`src/rtl/avalon_reg_bank.sv`:
```
// Byte-addressable control/status register bank behind an Avalon-MM slave port,
// with a hardware full-word load port, per-register write pulses and a write counter.
module avalon_reg_bank #(
  parameter int                 DATA_W    = 32,
  parameter int                 NUM_REGS  = 8,
  parameter int                 ADDR_W    = 3,
  parameter logic [DATA_W-1:0]  RESET_VAL = '0
) (
  input  logic                         clock,
  input  logic                         reset,
  input  logic [ADDR_W-1:0]            address,
  input  logic                         write,
  input  logic [DATA_W-1:0]            writedata,
  input  logic [DATA_W/8-1:0]          byteenable,
  input  logic                         read,
  output logic [DATA_W-1:0]            readdata,
  output logic                         readdatavalid,
  input  logic                         hw_we,
  input  logic [ADDR_W-1:0]            hw_addr,
  input  logic [DATA_W-1:0]            hw_data,
  output logic [NUM_REGS*DATA_W-1:0]   q,
  output logic [NUM_REGS-1:0]          wr_pulse,
  output logic [15:0]                  wr_count
);

  localparam int                NUM_LANES  = DATA_W / 8;
  localparam int                AW1        = ADDR_W + 1;
  localparam logic [ADDR_W:0]   NUM_REGS_L = AW1'(NUM_REGS);

  logic [DATA_W-1:0]   regs_q [NUM_REGS];
  logic [DATA_W-1:0]   regs_d [NUM_REGS];
  logic [DATA_W-1:0]   readdata_q, readdata_d;
  logic                readdatavalid_q, readdatavalid_d;
  logic [NUM_REGS-1:0] wr_pulse_q, wr_pulse_d;
  logic [15:0]         wr_count_q, wr_count_d;

  logic                addr_in_range;
  logic                bus_wr_ok;
  logic [DATA_W-1:0]   rd_val;

  assign addr_in_range = ({1'b0, address} < NUM_REGS_L);
  assign bus_wr_ok     = write && addr_in_range && (byteenable != '0);

  // Decoding by comparison keeps out-of-range addresses from ever indexing the array.
  always_comb begin
    rd_val = '0;
    for (int i = 0; i < NUM_REGS; i++) begin
      if ({1'b0, address} == AW1'(i)) rd_val = regs_q[i];
    end
  end

  // hw load lands first so that bus-enabled lanes win on a same-register collision.
  always_comb begin
    wr_pulse_d = '0;
    for (int i = 0; i < NUM_REGS; i++) begin
      regs_d[i] = regs_q[i];
      if (hw_we && ({1'b0, hw_addr} == AW1'(i))) regs_d[i] = hw_data;
      if (bus_wr_ok && ({1'b0, address} == AW1'(i))) begin
        wr_pulse_d[i] = 1'b1;
        for (int b = 0; b < NUM_LANES; b++) begin
          if (byteenable[b]) regs_d[i][8*b +: 8] = writedata[8*b +: 8];
        end
      end
    end
  end

  always_comb begin
    wr_count_d = wr_count_q;
    if (bus_wr_ok) wr_count_d = wr_count_q + 16'd1;
  end

  // Read samples the pre-update contents, giving read-before-write on a shared edge.
  always_comb begin
    readdatavalid_d = read;
    readdata_d      = readdata_q;
    if (read) readdata_d = rd_val;
  end

  always_ff @(posedge clock) begin
    if (reset) begin
      for (int i = 0; i < NUM_REGS; i++) regs_q[i] <= RESET_VAL;
      readdata_q      <= '0;
      readdatavalid_q <= 1'b0;
      wr_pulse_q      <= '0;
      wr_count_q      <= '0;
    end else begin
      for (int i = 0; i < NUM_REGS; i++) regs_q[i] <= regs_d[i];
      readdata_q      <= readdata_d;
      readdatavalid_q <= readdatavalid_d;
      wr_pulse_q      <= wr_pulse_d;
      wr_count_q      <= wr_count_d;
    end
  end

  always_comb begin
    q = '0;
    for (int i = 0; i < NUM_REGS; i++) q[i*DATA_W +: DATA_W] = regs_q[i];
  end

  assign readdata      = readdata_q;
  assign readdatavalid = readdatavalid_q;
  assign wr_pulse      = wr_pulse_q;
  assign wr_count      = wr_count_q;

endmodule

```
`config.mk`:
```
export PLATFORM = sky130hd
export DESIGN_NAME = avalon_reg_bank
export DESIGN_NICKNAME = d
export VERILOG_FILES = /design/src/rtl/avalon_reg_bank.sv
export SDC_FILE = /design/constraint.sdc
export NUM_CORES = 1
export LEC_CHECK = 0
export CAP_MARGIN = 40
export CORE_ASPECT_RATIO = 2
export CORE_MARGIN = 4
export CORE_UTILIZATION = 45
export DETAILED_ROUTE_END_ITERATION = 10
export PLACE_DENSITY = 0.78
export RECOVER_POWER = 25
export SLEW_MARGIN = 20
export SYNTH_ARGS = -nofsm -noshare
export SYNTH_HDL_FRONTEND = slang
export SYNTH_SLANG_ARGS = --single-unit
```
`constraint.sdc`:
```
create_clock -name clock -period 1.52 [get_ports clock]
set_input_delay 0.152 -clock clock [delete_from_list [all_inputs] [get_ports clock]]
set_output_delay 0.152 -clock clock [all_outputs]
set_load 0.01 [all_outputs]
```
==> results by group <==
Synth
  – Post-synth ARST share: 0%
  – Synth cell types: 63
  – #FFs+latches synth: 313
  – Sequential cell area fraction in the yosys report: a little over two fifths
  – Mapped Nets: 1619
  – Ys flop type: dfxtp_1
  – EDFF count, synth: 0
  – Mapped Area: 14940 um2
  – Post-synthesis area per instance: 9.706 um2
  – Yosys warnings: 0
  – Gate Count Post-Synth: 1539

Timing
  – Crit share post-route: 107.1%
  – Final WS setup: -108.4 ps
  – Final TNS setup: -3081 ps
  – Post-Route Skew: between 20 and 25 ps
  – Slew @ Worst Pin: around 1000 ps
  – Max-slew violation count: 0
  – Unrepaired setup endpoints after global routing: yes
  – Final setup vio count: 128
  – Final Hold Fails: 0
  – Crit path time final: ~1600 ps
  – Max-Slew Margin vs Limit: 34.45%
  – Hold WS: 125.3 ps
  – Fmax: 614.1 MHz

Clocking
  – CTS tree: built
  – CTS Hold Bufs: 0
  – Clock tree root buffer cell: clkbuf_16
  – Worst skew pair latency: about 570 ps
  – Inserted Clock Buffers: 27
  – Sink Count: about 310
  – CTS clk-pin slew, worst paths: approximately 70 ps
  – # H-tree levels: 1
  – CTS Buffer Depth: 3

Setup path
  – Crit end category: register
  – Crit path cell chain: nand4_1 > or4_4 > buf_4 > or3_4 > a21oi_2
  – Worst reg2reg endpoint: wr_count[14]
  – Type of the worst setup path: register to register
  – CP delay by family, top: simple AND/OR/NAND/NOR gates
  – WP data arrival: roughly 2100 ps
  – Buffer and inverter count on the worst path: 1
  – FF-to-FF Start: wr_count[6]
  – CP max FO: 6
  – Critical path startpoint category: register
  – Worst EP required: just over 2000 ps
  – Register-to-register setup slack: -110 ps
  – Slowest stage cell, crit path: or4_4
  – Worst r2r path cells: 5
  – CP max stage delay: 500 ps

Route
  – Starting DRT DRC Count: 1685
  – First-pass detailed-route iteration total: 7
  – Drt drc: 0
  – Remaining antenna violation count: 0
  – Avg WL per Cell: between 20 and 30 um
  – Routed wire length: 69.16 mm
  – DR vias/cell: 6.545
  – Vias: 16060

Die
  – Core ar.: 32810 um2
  – Die X: 136.8 um
  – Initial core utilization: between 40% and 50%
  – IO Count: a little under 400
  – Die H: 265.7 um
  – Row count: 94
  – Die area: 36350 um2

Outcome
  – Failing checks: setup timing
  – Status: finished with violations

GRT
  – Initial antenna violation count: 0
  – Total grt overflow: 0
  – First-pass GRT wire length: roughly 100 mm
  – Vias in the first global route: 16140
  – Largest net degree at the start of global routing: 70
  – Gr usage total: 36.36%

Min path
  – Worst hold start: address[2]
  – Hold Path Depth: 3
  – Worst min path class: input pin to register
  – Worst min-delay path endpoint: readdata[8]

Finish
  – Diode count: 0
  – Fin util: 64.61%
  – Most common cell after layout, fill and taps aside: dlygate4sd2_1
  – Share of layout cells above drive strength 1: between 10% and 20%
  – Fin cells: 2453
  – Layout Nets: between 2000 and 2500
  – Synth-to-layout area growth: 41.94%
  – Most frequent cells in the layout: dlygate4sd2_1 (312), mux2i_1 (294), dfxtp_1 (264)
  – Design Area, Final: 21200 um2

Place
  – Port buffer count: 391
  – Final HPWL DP: 50.55 mm
  – Post-place setup slack: -473.2 ps
  – Placed insts: 2405
  – GPL Wtd Cong: 0.9654
  – Cell Area, Placed: about 21000 um2

Power
  – Lkg Pwr: 9.876 nW
  – VDD IR-drop max: roughly 0.0008 V
  – Overall power: 18.78 mW
  – Pwr Density: between 800 and 900 nW/um2

Run
  – Max-Cap Viols: 0
==> routing by layer <==
layer  up-vias  part of all wire (%)  track usage [%]
met3       417                   8.1            4.466
met4         0                   9.9            28.78
li1       6760                     -                -
met2      1195                    48            60.92
met1      7683                    34            41.02
met5         -                     0                0
==> worst max path at each step <==
stage / cells after the start / slack (ps) / from / end
floorplan: 4 / -10 / wr_count[10] / wr_count[15]
global placement: 5 / -450 / write / wr_count[15]
detailed placement: 7 / -470 / hw_we / regs_q[0][32]
CTS: 4 / -90 / wr_count[6] / wr_count[15]
global route: 5 / -160 / wr_count[6] / wr_count[14]
finish: 5 / -110 / wr_count[6] / wr_count[14]
==> state kept, by name (all words and copies together) (netlist names) <==
name           count
readdata          32
wr_pulse           8
regs_q           256
readdatavalid      1
wr_count          16
==> cell usage after synthesis (4+ instances only) <==
library cell  number  area [um2]
dfxtp_1          313        6266
mux2i_1          294        2943
o22ai_1          241        1508
nand2_1           81       304.0
buf_2             77       385.4
nor2_1            63       236.5
a211oi_1          58       435.4
clkbuf_1          58       217.7
a21oi_1           49       245.2
o21ai_0           23       115.1
inv_1             19       71.32
nand2b_1          17       106.4
nand3_1           17       85.08
a22o_1            16       140.1
nor2b_1           16       100.1
mux2_1            15       168.9
o21bai_1          14       105.1
mux4_2            12       270.3
buf_4             10       75.07
a2bb2oi_1          9       78.83
inv_2              9       33.78
a21o_1             8       60.06
a32o_1             8       80.08
o32ai_1            8       70.07
nor4_1             7       43.79
o221ai_1           7       61.31
nand3b_1           6       45.04
nand4_1            6       37.54
o211ai_1           6       45.04
a32oi_1            5       43.79
xnor2_1            5       43.79
xor2_1             5       43.79
buf_1              4       15.01
o21ai_1            4       20.02
o21bai_2           4       45.04
==> cell families (layout without fill, tap and decap cells) <==
logic type,after synthesis,count (layout),share of synthesized area (%)
flops,313,313,41.95
compound gates,470,470,21.13
buf+inv,178,660,5.420
xor+xnor,10,10,0.5863
simple gates,246,246,8.184
mux,321,321,22.64
fa+ha+maj,1,1,0.08375
==> power breakdown <==
part / switching [mW] / internal [mW] / leakage, nW / total (mW)
Clock: 3.26 / 3.72 / 0.416 / 6.98
Sequential: 0.292 / 8.47 / 2.57 / 8.77
Combinational: 1.70 / 1.33 / 6.89 / 3.03
Total: 5.25 / 13.5 / 9.88 / 18.8
==> layout make-up <==
class | count | area [um2]
clock inverters | 11 | 115.1
inverters | 28 | 105.1
multi-input cells | 1048 | 7920
fillers | 2799 | 11610
repair buffers | 585 | 5451
flip-flops and latches | 313 | 6340
well taps | 432 | 540.5
clock buffers | 36 | 729.5
==> what timing repair did <==
action / in CTS / in global routing
pin swaps: 2 / 1
gates resized for setup: 361 / 7
setup buffers: 0 / 1
setup endpoints to repair: 315 / 5
==> worst min-delay path, delay by kind of cell <==
| kind | cells | cell delay (ps) |
|---|---|---|
| AO/OA/AOI/OAI | 2 | 290 |
| buffers and inverters | 1 | 210 |
Note: power is estimated with default switching activity, not from simulation.
==> variant 1 (config.mk and constraints unchanged) <==
The parameter `ADDR_W` goes from 3 to 2.
--- a/src/rtl/avalon_reg_bank.sv
+++ b/src/rtl/avalon_reg_bank.sv
@@ -4,5 +4,5 @@
   parameter int                 DATA_W    = 32,
   parameter int                 NUM_REGS  = 8,
-  parameter int                 ADDR_W    = 3,
+  parameter int                 ADDR_W    = 2,
   parameter logic [DATA_W-1:0]  RESET_VAL = '0
 ) (
Interface: changed (resized address and hw_addr); port bits go from 392 to 390. No check against the original RTL was run, so the function may have changed too.
==> variant 1 against the original RTL <==
  * Wire length down 67%
  * Highest routed layer is now met5
  * Count of clock-buffer cells in the layout decreased by 17
  * Clock power shrank 36%
  * Area after synthesis is 50% lower
  * Worst hold slack better by 0.018 ns
  * Final area down 54%
  * Worst setup slack gained 0.14 ns
  * Total power shrank 46%
  * Clock skew shrank 0.012 ns
  * Sequential cell count fell by 152
==> variant 1: results (changes against the original RTL) <==
| Metric | Value |
|---|---|
| Reg clk slew, reported paths | 0.07 ns (about the same) |
| Asr flop ratio synth | 0 (unchanged) |
| Final Wtd Congestion | 0.810 (-16%) |
| Slew at the pin closest to its max-slew limit | 1.33 ns (+0.346 ns) |
| Pleak | 4.51 nW (-54%) |
| Filler cells | 1418 (-49%) |
| Fin nets | 1131 (-46%) |
| Reg-to-Reg Start | regs_q[0][80] |
| Reg2reg setup slack | 0.36 ns (+0.47 ns) |
| Max incr delay on CP | 0.55 ns (+0.05 ns) |
| Reg with most FFs | regs_q |
| Number of distinct library cells after synthesis | 20 (-68%) |
| Ant. Diodes | 0 (unchanged) |
| DP Worst Slack | -0.108 ns (+0.365 ns) |
| DP HPWL | 16000 um (-68%) |
| Post-synth top cells | nand2_1 (256), dfxtp_1 (161), buf_4 (155), a21oi_1 (128) |
| DR iter-0 viols | 301 (-82%) |
| Root Driver | clkbuf_16 |
| Placed inst area | 9320 sq um (-55%) |
| GRT Util Overall | 0.234 (-0.130) |
| WHS Endpoint | readdata[12] |
| Worst-case clock skew | 0.00842 ns (-0.0116 ns) |
| Vias per std cell | 4.95 (-24%) |
| CP top delay family | buffers and inverters |
| Cells after Synth | 860 (-44%) |
| Sequential-to-total area share from yosys stat | 0.429 (+0.00933) |
| Final Non-Filler Cells | 1271 (-48%) |
| Post-CTS setup buffers | 0 (unchanged) |
| Worst-Skew Late Latency | 0.42 ns (-0.15 ns) |
| Final WL | 22800 um (-67%) |
| Synthesis Warnings | 0 (unchanged) |
| Number of cells on the worst hold path | 2 (-1) |
| Max FFs per register | 128 (-50%) |
| Clock Path Buffers | 2 (-1) |
| Largest net degree at the start of global routing | 53 (-24%) |
| Share of layout cells above drive strength 1 | 0.0909 (-0.0739) |
| Num CTS Buffers | 17 (-37%) |
| 1st-pass router iterations | 4 (-3) |
| Top cells by area, synth | dfxtp_1 (43%), buf_4 (15%), nand2_1 (13%) |
| RR Endpoint | readdata[16] |
| Vias in the first global route | 6067 (-62%) |
| GRT overflow | 0 (unchanged) |
| Worst-path maximum fanout | 3 (-3) |
| Status | completed |
| Initial antenna violation count | 1 (+1) |
| Worst VDD drop | 0.924 mV (+18%) |
| Hold_sp | reset |
| H-tree depth | 4 (+3) |
| Crit-path slowest cell | clkdlybuf4s50_1 |
| Hold Path Class | primary input to register |
| Post-Place Cells | 1239 (-48%) |
| FF-to-FF path depth | 3 (-2) |
| Main flop type after synthesis | dfxtp_1 |
| Input/output buffers | 200 (-49%) |
| Worst Path Arrival | 1.33 ns (-0.79 ns) |
| First-pass GRT wire length | 34200 um (-66%) |
| Worst Hold Slack | 0.143 ns (+0.0181 ns) |
## variant 1: layout make-up
type                    instances  area, sq um  share of cell area
repair buffers                233         2320               0.236
well taps                     204          255              0.0260
clock inverters                13          171              0.0174
flip-flops and latches        161         3220               0.328
multi-input cells             641         3420               0.348
clock buffers                  19          443              0.0451
## variant 1: kinds of logic (layout without fill, tap and decap cells)
logic type / Yosys count / in the layout / synth area share
AND/OR/NAND/NOR: 297 / 297 / 0.153
buffers and inverters: 209 / 265 / 0.193
flip-flops: 161 / 161 / 0.429
AO/OA/AOI/OAI: 128 / 128 / 0.0852
multiplexers: 64 / 64 / 0.140
other: 1 / 152 / 0.000499
## variant 1: where the power goes
group / internal (mW) / switching, mW / total (mW) / leakage, nW
logic: 0.499 / 0.719 / 1.22 / 2.90
clock network: 2.67 / 1.82 / 4.49 / 0.301
registers: 4.35 / 0.0993 / 4.45 / 1.31
## variant 1: how the worst max path moves through the flow
| stage | startpoint | slack (ns) | to | cells past startpoint |
|---|---|---|---|---|
| 6_report | regs_q[0][40] | 0.04 | q[40] | 1 |
| 5_1_grt | regs_q[0][90] | -0.03 | q[90] | 1 |
| 2_1_floorplan | address[1] | 0.33 | readdata[0] | 5 |
| 3_5_place_dp | hw_addr[0] | -0.11 | regs_q[0][76] | 6 |
| 4_1_cts | regs_q[0][74] | 0.0002 | q[74] | 1 |
| 3_3_place_gp | hw_addr[0] | -0.07 | regs_q[0][77] | 6 |
## variant 1: repair_timing
item | 4_1_cts | 5_1_grt
setup endpoints to repair | 43 | 74
gates resized for setup | 43 | 74
pin swaps | 0 | 0
## variant 1: per-layer routing
layer  vias up  part of all wire  track usage
met5         -           0.00053            0
met4         2             0.034        0.108
met3        51             0.086       0.0579
met2       332              0.54        0.436
met1      2995              0.34        0.240
li1       2913                 -            -
==> variant 2 (same settings) <==
Made on the original files. Add an input register stage for `write`; this delays it by one clock. The other inputs are not delayed to match.
--- a/src/rtl/avalon_reg_bank.sv
+++ b/src/rtl/avalon_reg_bank.sv
@@ -28,4 +28,10 @@
   localparam logic [ADDR_W:0]   NUM_REGS_L = AW1'(NUM_REGS);
 
+  logic write_q;
+
+  always_ff @(posedge clock) begin
+    write_q <= write;
+  end
+
   logic [DATA_W-1:0]   regs_q [NUM_REGS];
   logic [DATA_W-1:0]   regs_d [NUM_REGS];
@@ -40,5 +46,5 @@
 
   assign addr_in_range = ({1'b0, address} < NUM_REGS_L);
-  assign bus_wr_ok     = write && addr_in_range && (byteenable != '0);
+  assign bus_wr_ok     = write_q && addr_in_range && (byteenable != '0);
 
   // Decoding by comparison keeps out-of-range addresses from ever indexing the array.
Function: changed (Yosys sat finds a counterexample within 4 cycles, from zero or initial values and one cycle with reset high).
==> variant 2 against the original RTL <==
  * The flow still finishes with violations (setup timing)
  * Final area grew 3.8%
  * Worst setup slack gained 0.019 ns
  * Worst hold slack gained 0.0023 ns
  * Wire length grew 0.27%
  * Global-route usage shrank 0.48 points
  * Final cell count is the same
  * Combinational power grew 4%
  * Area after synthesis grew 0.66%
  * Total power grew 5.3%
  * Sequential cell count grew 1
==> variant 2: results (changes against the original RTL) <==
| Metric | Value |
|---|---|
| Status | finished with violations |
| Failing checks | setup timing |
| Worst Path Arrival | 2.11 ns |
| Input/output buffers | 391 (unchanged) |
| Final WL | 69300 um (+0.27%) |
| XOR/XNOR share of the synthesized area | 0.00466 (-0.00120) |
| Cells after Synth | 1541 (+0.13%) |
| Post-Place Cells | 2393 (-0.50%) |
| Sequential-to-total area share from yosys stat | 0.418 (-0.00143) |
| Worst-Skew Late Latency | 0.57 ns (about the same) |
| Routed vias | 16052 (-0.019%) |
| Final worst slack | -0.0895 ns (+0.0189 ns) |
| GRT Util Overall | 0.359 (-0.00476) |
| H-tree depth | 1 (unchanged) |
| Max FFs per register | 256 (unchanged) |
| Top cells by area, synth | dfxtp_1 (42%), mux2i_1 (19%), o22ai_1 (10%) |
| Share of layout cells above drive strength 1 | 0.212 (+0.0475) |
| Reg-to-Reg Start | write_q |
| Reg clk slew, reported paths | 0.07 ns (about the same) |
| DP HPWL | 49800 um (-1.4%) |
| Hold_sp | write |
| RR Endpoint | wr_count[14] |
| Fin nets | 2074 (-0.43%) |
| Synthesis Warnings | 0 (unchanged) |
| First-pass GRT wire length | 99500 um (-0.93%) |
| Largest net degree at the start of global routing | 54 (-23%) |
| Hold Path Class | primary input to register |
| Worst VDD drop | 0.856 mV (+9.3%) |
| Worst-path maximum fanout | 5 (-1) |
| DR iter-0 viols | 1452 (-14%) |
| Main combinational cell family by area after synthesis | multiplexers |
| FF-to-FF path depth | 5 (unchanged) |
| Syn_nets | 1621 (+0.12%) |
| Number of distinct library cells after synthesis | 57 (-9.5%) |
| Clock Path Buffers | 3 (unchanged) |
| Post-synthesis mux area share | 0.228 (+0.00126) |
| Final Wtd Congestion | 0.928 (-3.9%) |
| Complex-gate fraction of the synthesized area | 0.219 (+0.00810) |
| Setup TNS | -1.08 ns (+2.00 ns) |
| Synth Area in Adders | 0.000832 (-0.00000551) |
| Final Non-Filler Cells | 2453 (unchanged) |
| 1st-pass router iterations | 7 (unchanged) |
| Top cell type's share of synthesized area | 0.418 (-0.00143) |
| Number of cells on the worst hold path | 1 (-2) |
| Post-synth top cells | dfxtp_1 (314), mux2i_1 (288), o22ai_1 (242), clkbuf_1 (76), buf_2 (65) |
| Asr flop ratio synth | 0 (unchanged) |
| Rel. slew slack | 0.542 (+0.198) |
| Final setup fails | 46 (-64%) |
| Reg with most FFs | regs_q |
| Initial antenna violation count | 5 (+5) |
| Filler cells | 2700 (-3.5%) |
| Root Driver | clkbuf_16 |
| Num CTS Buffers | 28 (+3.7%) |
| WHS Endpoint | write_q |
| Pleak | 10.2 nW (+3.3%) |
| Worst-case clock skew | 0.00843 ns (-0.0116 ns) |
-- variant 2: changes by cell type after synthesis, moves of 10 or more --
cell      unedited run  this run
o21ai_0             23        57
nand2_1             81        48
mux2_2               0        30
clkbuf_1            58        76
mux2_1              15         0
buf_2               77        65
o21bai_1            14         2
a31o_2               1        12
nor2_1              63        53
-- variant 2: cell type report --
class / count / area (sq um) / area share
Tap cell: 432 / 541 / 0.0246
Inverter: 12 / 45.0 / 0.00205
Antenna cell: 5 / 12.5 / 0.000568
Multi-Input combinational cell: 1057 / 8480 / 0.385
Clock inverter: 14 / 185 / 0.00841
Sequential cell: 314 / 6340 / 0.288
Clock buffer: 38 / 821 / 0.0373
Timing Repair Buffer: 581 / 5600 / 0.254
-- variant 2: timing repair --
action	4_1_cts	5_1_grt
setup endpoints to repair	542	66
pin swaps	1	13
cloned	0	2
resized for setup	364	77
hold buffers	0	0
setup buffers	1	1
-- variant 2: where the power goes --
part	switching (mW)	internal (mW)	total [mW]	leakage (nW)
logic	1.75	1.39	3.14	7.15
clock network	3.35	4.48	7.84	0.488
registers	0.283	8.50	8.79	2.56
-- variant 2: worst max-delay path, stage by stage (launching register included) --
cell and delay (ns):
dfxtp_4 0.39, o41ai_4 0.13, buf_4 0.19, or3_4 0.36
or3_1 0.35, a21oi_2 0.13
-- variant 2: worst max-delay path by stage --
stage / cells past startpoint / from / to
2_1_floorplan: 5 / wr_count[1] / wr_count[14]
3_3_place_gp: 7 / byteenable[1] / regs_q[0][35]
3_5_place_dp: 7 / byteenable[1] / regs_q[0][59]
4_1_cts: 5 / write_q / wr_count[14]
5_1_grt: 5 / wr_count[0] / wr_count[14]
6_report: 5 / write_q / wr_count[14]
-- variant 2: per-layer routing --
| layer | vias to the layer above | track usage | wire length (um) |
|---|---|---|---|
| li1 | 6805 | - | - |
| met3 | 406 | 0.0539 | 5810 |
| met4 | 0 | 0.292 | 6610 |
| met5 | - | 0 | 0 |
| met2 | 1216 | 0.611 | 34300 |
| met1 | 7625 | 0.386 | 22600 |
-- variant 2: through the flow --
| step | util | hold WS, ns | instance area, sq um | setup WS, ns |
|---|---|---|---|---|
| after floorplan | - | 0.180 | 15000 | 0.000144 |
| after global placement | 0.633 | 0.452 | 20800 | -0.505 |
| after detailed placement | 0.633 | 0.458 | 20800 | -0.552 |
| after CTS | 0.654 | 0.00735 | 21500 | -0.0946 |
| after global routing | 0.669 | 0.134 | 22000 | -0.126 |
| final | 0.669 | 0.128 | 22000 | -0.0895 |
